$ cat src/rtl/vdp_pkg.sv
// vdp_pkg: shared state encoding and access-code constants for the VDP CPU port
package vdp_pkg;
  typedef enum logic [1:0] {IDLE, WR, RD_ISSUE, RD_WAIT} state_t;
  localparam logic [1:0] CODE_VRD  = 2'd0;
  localparam logic [1:0] CODE_VWR  = 2'd1;
  localparam logic [1:0] CODE_REG  = 2'd2;
  localparam logic [1:0] CODE_CRAM = 2'd3;
endpackage

$ cat src/rtl/vdp_cpu_port.sv
// vdp_cpu_port: decodes Z80 control/data port accesses into VRAM, register and CRAM accesses
module vdp_cpu_port
  import vdp_pkg::*;
#(
  parameter int ADDR_W = 14,
  parameter int CRAM_W = 5
) (
  input  logic              clk,
  input  logic              reset,
  input  logic              cpu_wr,
  input  logic              cpu_rd,
  input  logic              cpu_a0,
  input  logic [7:0]        cpu_din,
  output logic [7:0]        cpu_dout,
  output logic              busy,
  output logic [ADDR_W-1:0] ram_addr,
  output logic [7:0]        ram_data_w,
  output logic              ram_wren,
  input  logic [7:0]        ram_q,
  output logic              reg_wren,
  output logic [3:0]        reg_num,
  output logic [7:0]        reg_data,
  output logic              cram_wren,
  output logic [CRAM_W-1:0] cram_addr,
  output logic [7:0]        cram_data
);
  state_t              r_state, w_next;
  logic [ADDR_W-1:0]   r_addr;
  logic [1:0]          r_code;
  logic [7:0]          r_latch;
  logic                r_first;
  logic [7:0]          r_rdbuf;
  logic                r_busy;
  logic [ADDR_W-1:0]   r_ram_addr;
  logic [7:0]          r_ram_data_w;
  logic                r_ram_wren;
  logic                r_reg_wren;
  logic [3:0]          r_reg_num;
  logic [7:0]          r_reg_data;
  logic                r_cram_wren;
  logic [CRAM_W-1:0]   r_cram_addr;
  logic [7:0]          r_cram_data;
  logic                w_idle, w_cw_lo, w_cw_hi, w_cr, w_dw, w_dr;
  logic                w_vwr, w_cwr, w_reg, w_pref;
  logic [ADDR_W-1:0]   w_addr_lo, w_addr_set, w_addr_inc;

  assign cpu_dout   = r_rdbuf;
  assign busy       = r_busy;
  assign ram_addr   = r_ram_addr;
  assign ram_data_w = r_ram_data_w;
  assign ram_wren   = r_ram_wren;
  assign reg_wren   = r_reg_wren;
  assign reg_num    = r_reg_num;
  assign reg_data   = r_reg_data;
  assign cram_wren  = r_cram_wren;
  assign cram_addr  = r_cram_addr;
  assign cram_data  = r_cram_data;

  // Strobe decode: only sampled in IDLE, and a write beats a simultaneous read
  always_comb begin
    w_idle     = r_state == IDLE;
    w_cw_lo    = w_idle & cpu_wr & cpu_a0 & ~r_first;
    w_cw_hi    = w_idle & cpu_wr & cpu_a0 & r_first;
    w_cr       = w_idle & ~cpu_wr & cpu_rd & cpu_a0;
    w_dw       = w_idle & cpu_wr & ~cpu_a0;
    w_dr       = w_idle & ~cpu_wr & cpu_rd & ~cpu_a0;
    w_vwr      = w_dw & (r_code != CODE_CRAM);
    w_cwr      = w_dw & (r_code == CODE_CRAM);
    w_reg      = w_cw_hi & (cpu_din[7:6] == CODE_REG);
    w_pref     = (w_cw_hi & (cpu_din[7:6] == CODE_VRD)) | w_dr;
    w_addr_lo  = {r_addr[ADDR_W-1:8], cpu_din};
    w_addr_set = ADDR_W'({cpu_din[5:0], r_addr[7:0]});
    w_addr_inc = r_addr + ADDR_W'(1);
  end

  // Next-state logic: writes take one busy cycle, prefetches two
  always_comb begin
    w_next = r_state;
    case (r_state)
      IDLE:     w_next = w_vwr ? WR : w_pref ? RD_ISSUE : IDLE;
      WR:       w_next = IDLE;
      RD_ISSUE: w_next = RD_WAIT;
      RD_WAIT:  w_next = IDLE;
      default:  w_next = IDLE;
    endcase
  end

  // State register
  always_ff @(posedge clk or posedge reset) begin
    if (reset) r_state <= IDLE;
    else       r_state <= w_next;
  end

  // Datapath: address counter, latch/flag, read buffer and registered outputs
  always_ff @(posedge clk or posedge reset) begin
    if (reset) begin
      r_addr       <= '0;
      r_code       <= '0;
      r_latch      <= '0;
      r_first      <= 1'b0;
      r_rdbuf      <= '0;
      r_busy       <= 1'b0;
      r_ram_addr   <= '0;
      r_ram_data_w <= '0;
      r_ram_wren   <= 1'b0;
      r_reg_wren   <= 1'b0;
      r_reg_num    <= '0;
      r_reg_data   <= '0;
      r_cram_wren  <= 1'b0;
      r_cram_addr  <= '0;
      r_cram_data  <= '0;
    end else begin
      r_busy      <= w_next != IDLE;
      r_ram_wren  <= w_vwr;
      r_reg_wren  <= w_reg;
      r_cram_wren <= w_cwr;
      if (w_cw_lo) begin
        r_latch <= cpu_din;
        r_addr  <= w_addr_lo;
        r_first <= 1'b1;
      end
      if (w_cw_hi) begin
        r_code  <= cpu_din[7:6];
        r_addr  <= w_addr_set;
        r_first <= 1'b0;
      end
      if (w_reg) begin
        r_reg_num  <= cpu_din[3:0];
        r_reg_data <= r_latch;
      end
      if (w_cr | w_dr) r_first <= 1'b0;
      if (w_dw) begin
        r_first <= 1'b0;
        r_rdbuf <= cpu_din;
      end
      if (w_vwr) begin
        r_ram_addr   <= r_addr;
        r_ram_data_w <= cpu_din;
      end
      if (w_cwr) begin
        r_cram_addr <= r_addr[CRAM_W-1:0];
        r_cram_data <= cpu_din;
        r_addr      <= w_addr_inc;
      end
      if (w_pref) r_ram_addr <= w_cw_hi ? w_addr_set : r_addr;
      if (r_state == WR) r_addr <= w_addr_inc;
      if (r_state == RD_WAIT) begin
        r_rdbuf <= ram_q;
        r_addr  <= w_addr_inc;
      end
    end
  end
endmodule

$ cat config.mk
export PLATFORM = sky130hd
export DESIGN_NAME = vdp_cpu_port
export DESIGN_NICKNAME = d
export VERILOG_FILES = /design/src/rtl/vdp_pkg.sv /design/src/rtl/vdp_cpu_port.sv
export SDC_FILE = /design/constraint.sdc
export NUM_CORES = 1
export LEC_CHECK = 0
export CORE_MARGIN = 1
export CORE_UTILIZATION = 55
export CTS_BUF_LIST = sky130_fd_sc_hd__clkbuf_16
export DETAILED_ROUTE_END_ITERATION = 8
export HOLD_SLACK_MARGIN = 0.1
export PLACE_DENSITY_LB_ADDON = 0.15
export SETUP_SLACK_MARGIN = 0.02
export SYNTH_ARGS = -nofsm -noshare
export SYNTH_HDL_FRONTEND = slang
export SYNTH_SLANG_ARGS = --single-unit
$ cat constraint.sdc
create_clock -name clk -period 6.4 [get_ports clk]
set_clock_uncertainty 0.1 [all_clocks]
set_input_delay 0.64 -clock clk [delete_from_list [all_inputs] [get_ports clk]]
set_output_delay 0.64 -clock clk [all_outputs]
set_load 0.005 [all_outputs]
* Word level (Yosys, flattened, before mapping)
Cells that the tools add are included.
** Storage, ports and cells
- Register bits after elaboration :: 86
- Input bits :: 21
- Output and inout port bits :: 59
- Logic and storage cells :: 70
** Operators by class
- Add/sub/neg operators :: 1
- Eq/ne operators :: 7
- Muxes and demuxes :: 17
- Bitwise logic cells :: 18
- Reductions and logical operators :: 10
** Operator list (count)
- $mux W14 :: 7
- $mux W8 :: 3
- $add A14 B1 Y14 const B :: 1
- $and A1 B1 Y1 :: 13
- $reduce_bool A4 Y1 :: 3
- $eq A2 B2 Y1 const B :: 4
- $pmux W2 S3 :: 1
- $reduce_bool A2 Y1 :: 3
- $logic_not A2 Y1 :: 2
- $mux W1 :: 4
- $mux W2 :: 2
- $ne A4 B1 Y1 const B :: 1
- $not A1 Y1 :: 3
- $eq A2 B1 Y1 const B :: 1
- $ne A2 B2 Y1 const B :: 1
- $or A1 B1 Y1 :: 2
- $reduce_and A2 Y1 :: 1
- $reduce_or A2 Y1 :: 1

* Logic depth before layout (Yosys ltp)
- Depth in word-level cells :: 10
- Depth in mapped cells :: 6
- Gate-level depth less buffers :: 5

* Least setup slack after synthesis
Ideal clock, no wire load.
- Kind :: in2reg
- Start :: input port cpu_a0
- End :: register r_cram_data[0] (netlist: cram_data[0])
- Library setup time :: 125 ps
- Data arrival time :: 1784 ps
- Required time :: 6175 ps
- Slack :: 4391 ps
- Stages on the path :: 6
- Buffers on the path :: 3
- Path through :: nor4b_2 -> buf_4 -> and3_1 -> buf_4 -> buf_6 -> mux2_2
** On the way
- Cells in the longest elaborated chain, start to end :: 3
** RTL lines
- start, declared :: RTL line vdp_cpu_port.sv:12 : input logic cpu_a0,
- $not A1 Y1 :: RTL line vdp_cpu_port.sv:65 : w_dw = w_idle & cpu_wr & ~cpu_a0;
- $and A1 B1 Y1 :: RTL line vdp_cpu_port.sv:65
- $and A1 B1 Y1 :: RTL line vdp_cpu_port.sv:68 : w_cwr = w_dw & (r_code == CODE_CRAM);
- named net w_cwr :: RTL line vdp_cpu_port.sv:44 : logic w_vwr, w_cwr, w_reg, w_pref;
- end signal, assigned :: RTL line vdp_cpu_port.sv:142 : r_cram_data <= cpu_din;
- end, declared :: RTL line vdp_cpu_port.sv:42 : logic [7:0] r_cram_data;
The timed path passes the listed nets, and every way through them passes these cells.
A chain may end at the register's enable or synchronous reset.

* Final worst setup path
- Start :: input port cpu_wr
- End :: register r_cram_data[0] (netlist: cram_data[0])
** On the way
- Cells in the longest elaborated chain, start to end :: 3
** RTL lines
- start, declared :: RTL line vdp_cpu_port.sv:10 : input logic cpu_wr,
- $and A1 B1 Y1 (2 in a row) :: RTL line vdp_cpu_port.sv:65
- $and A1 B1 Y1 :: RTL line vdp_cpu_port.sv:68
No other way between the ends.

==> run metrics <==
status=finished clean; global router's overall resource usage=0.243; worst setup margin=3.84 ns; post-route design area=4880 um2; Max Slew Vio Count=0; post_cts resized=0; Leak=2.19 nW; maxcap violations=0; Root Driver=clkbuf_16; post-synthesis async set-or-reset flop share=1.00; top-count cell post-synth=dfrtp_1; top cells by area, synth=dfrtp_1 (57%), mux2_2 (12%), nand2_1 (4.8%); vias in the first global route=2,605; top-level I/O count=80; Port Buffers=79; Hold Vio Cnt, Final=0; hold path start=r_latch[7]; Cell Rows=29; clock latency on the worst-skew pair=0.33 ns; min Tclk post-route=2.56 ns; Layout Nets=405; Power Dens Cells=475 nW/um2; crit path cell chain=clkdlybuf4s50_1, nor4b_2, buf_4, and3_1, mux2_2; crit path from=cpu_wr; Hold Path Class=reg -> reg; ANT cells=0; Clk pin slew, worst setup/hold paths=0.06 ns; DRT Pass-1 Iters=4; CP max stage delay=0.60 ns; Placed Area=4590 um2; Synthesis Warnings=0; CP Capture Type=flop; Worst Tran Pin Value=1.04 ns; Post-synth EDFFs=0; Post CTS Setup Buffer Count=0; CTS buffer count=9; Seq/Total Area, Yosys=0.568; Synth top area share=0.568; WL/cell=17.2 um; CTS max path bufs=2; WP data arrival=2.68 ns; DR vias=2,729; reg2reg start=r_state[1]; TritonCTS clock tree=done; largest fanout on the critical path=14; share of layout cells above drive strength 1=0.193; Synth cell types=45; Setup TNS Final=0 ns; VDD IR max=0.244 mV; CP startpoint kind=input port; Die W=85.0 um; post-synth net total=328; Place WS=3.50 ns; die area=7220 um2; Pwr Total=2.32 mW; fin crit share=0.401; htree depth=3; core region area=6490 um2; area delta synth->final=28.9%; first-pass GRT wire length=13,400 um; Post-DRT Antenna Nets=0; relative slew slack=0.306; Via density=5.87; Multi-input gate area=1520 um2; Initial Utilization=0.583; Initial DRC Count=226; setup violators final=0; Remaining DRCs=0; #FFs+latches synth=86; die height=85.0 um; Synth Cell Area=3790 um2; Post-Synthesis Cells=306; critical path type=in -> reg; Clock Sinks=86; CP required=6.52 ns; leading area contributor after synthesis=dfrtp_1; global placer's final weighted congestion=0.877; initial antenna violation count=0; Layout fillers=441; Hold Buf Count CTS=0; fmax=390 MHz; sequential cell area=2150 um2; crit path max-delay cell type=and3_1; unrepaired setup endpoints after global routing=no; ys flop type=dfrtp_1; commonest cells in the netlist=dfrtp_1 (86), nand2_1 (48), mux2_2 (40); gr ovfl total=0; final wirelength=7990 um; Final HPWL DP=5290 um; average size of a mapped cell=12.4 um2; largest net degree at the start of global routing=87
[per-layer routing]
layer	track usage	routed length, um
met5	0	0
met2	0.373	3880
met4	0.114	163
met1	0.342	3460
met3	0.0409	492
[cell families after synthesis]
logic type	Yosys count	synth area share
AO/OA/AOI/OAI	32	0.0578
adder cells (fa/ha/maj)	1	0.00330
buffers and inverters	20	0.0317
flip-flops	86	0.568
multiplexers	64	0.198
AND/OR/NAND/NOR	103	0.141
[cell usage in the layout, fill, tap and decap left out, drive strengths merged, types with 2 or more instances in the layout]
cell,synthesis,layout
dfrtp,86,86
clkdlybuf4s50,0,79
mux2,54,54
nand2,48,48
nor2,13,13
o21ai,12,12
nand3,11,11
mux2i,10,10
clkbuf,4,9
nor3,5,5
inv,5,5
clkinv,0,5
nand4,4,4
a311oi,4,4
and2,4,4
and3,3,3
a31oi,3,3
and4,3,3
a211oi,3,3
nor3b,2,2
a221o,2,2
or4,2,2
or3,2,2
buf,11,2
nand3b,2,2
[area by class of cell]
| cell class | count | share of cell area |
|---|---|---|
| Multi-Input combinational cell | 200 | 0.311 |
| Timing Repair Buffer | 81 | 0.165 |
| Clock inverter | 7 | 0.0136 |
| Tap cell | 77 | 0.0197 |
| Inverter | 5 | 0.00410 |
| Sequential cell | 86 | 0.441 |
| Clock buffer | 9 | 0.0461 |
[worst max-delay path, delay by kind of cell]
kind / cells / cell delay (ns)
mux: 1 / 0.41
buf+inv: 2 / 0.79
simple gates: 2 / 0.83
[through the flow]
stage / util / hold WS, ns / cells
6_report: 0.752 / 0.375 / 465
5_1_grt: 0.752 / 0.386 / 465
4_1_cts: 0.752 / 0.380 / 465
3_5_place_dp: 0.707 / 0.364 / 449
3_3_place_gp: 0.707 / 0.360 / 449
2_1_floorplan: - / 0.342 / 306
[worst paths after layout]
check                               end  slack [ns]  cells past startpoint
max in group asynchronous  cram_data[7]        4.68                      3
max reg2reg                cram_data[0]        4.18                      4
max                        cram_data[0]        3.84                      5
min reg2reg                  r_latch[7]        0.37                      2
min in group asynchronous      reg_wren        0.86                      3
min                          r_latch[7]        0.37                      2
[flip-flops by register name, summed over array words and instances, names as in the netlist, 2 cells and up]
register / count
r_addr: 14
ram_addr: 14
cpu_dout: 8
cram_data: 8
r_latch: 8
ram_data_w: 8
reg_data: 8
cram_addr: 5
reg_num: 4
r_code: 2
r_state: 2
[power breakdown]
part,switching [mW],total [mW],internal [mW],leakage [nW]
Sequential,0.187,0.979,0.792,1.08
Combinational,0.298,0.835,0.537,0.966
Clock,0.205,0.504,0.299,0.142
Power figures use the tool's default switching activity.
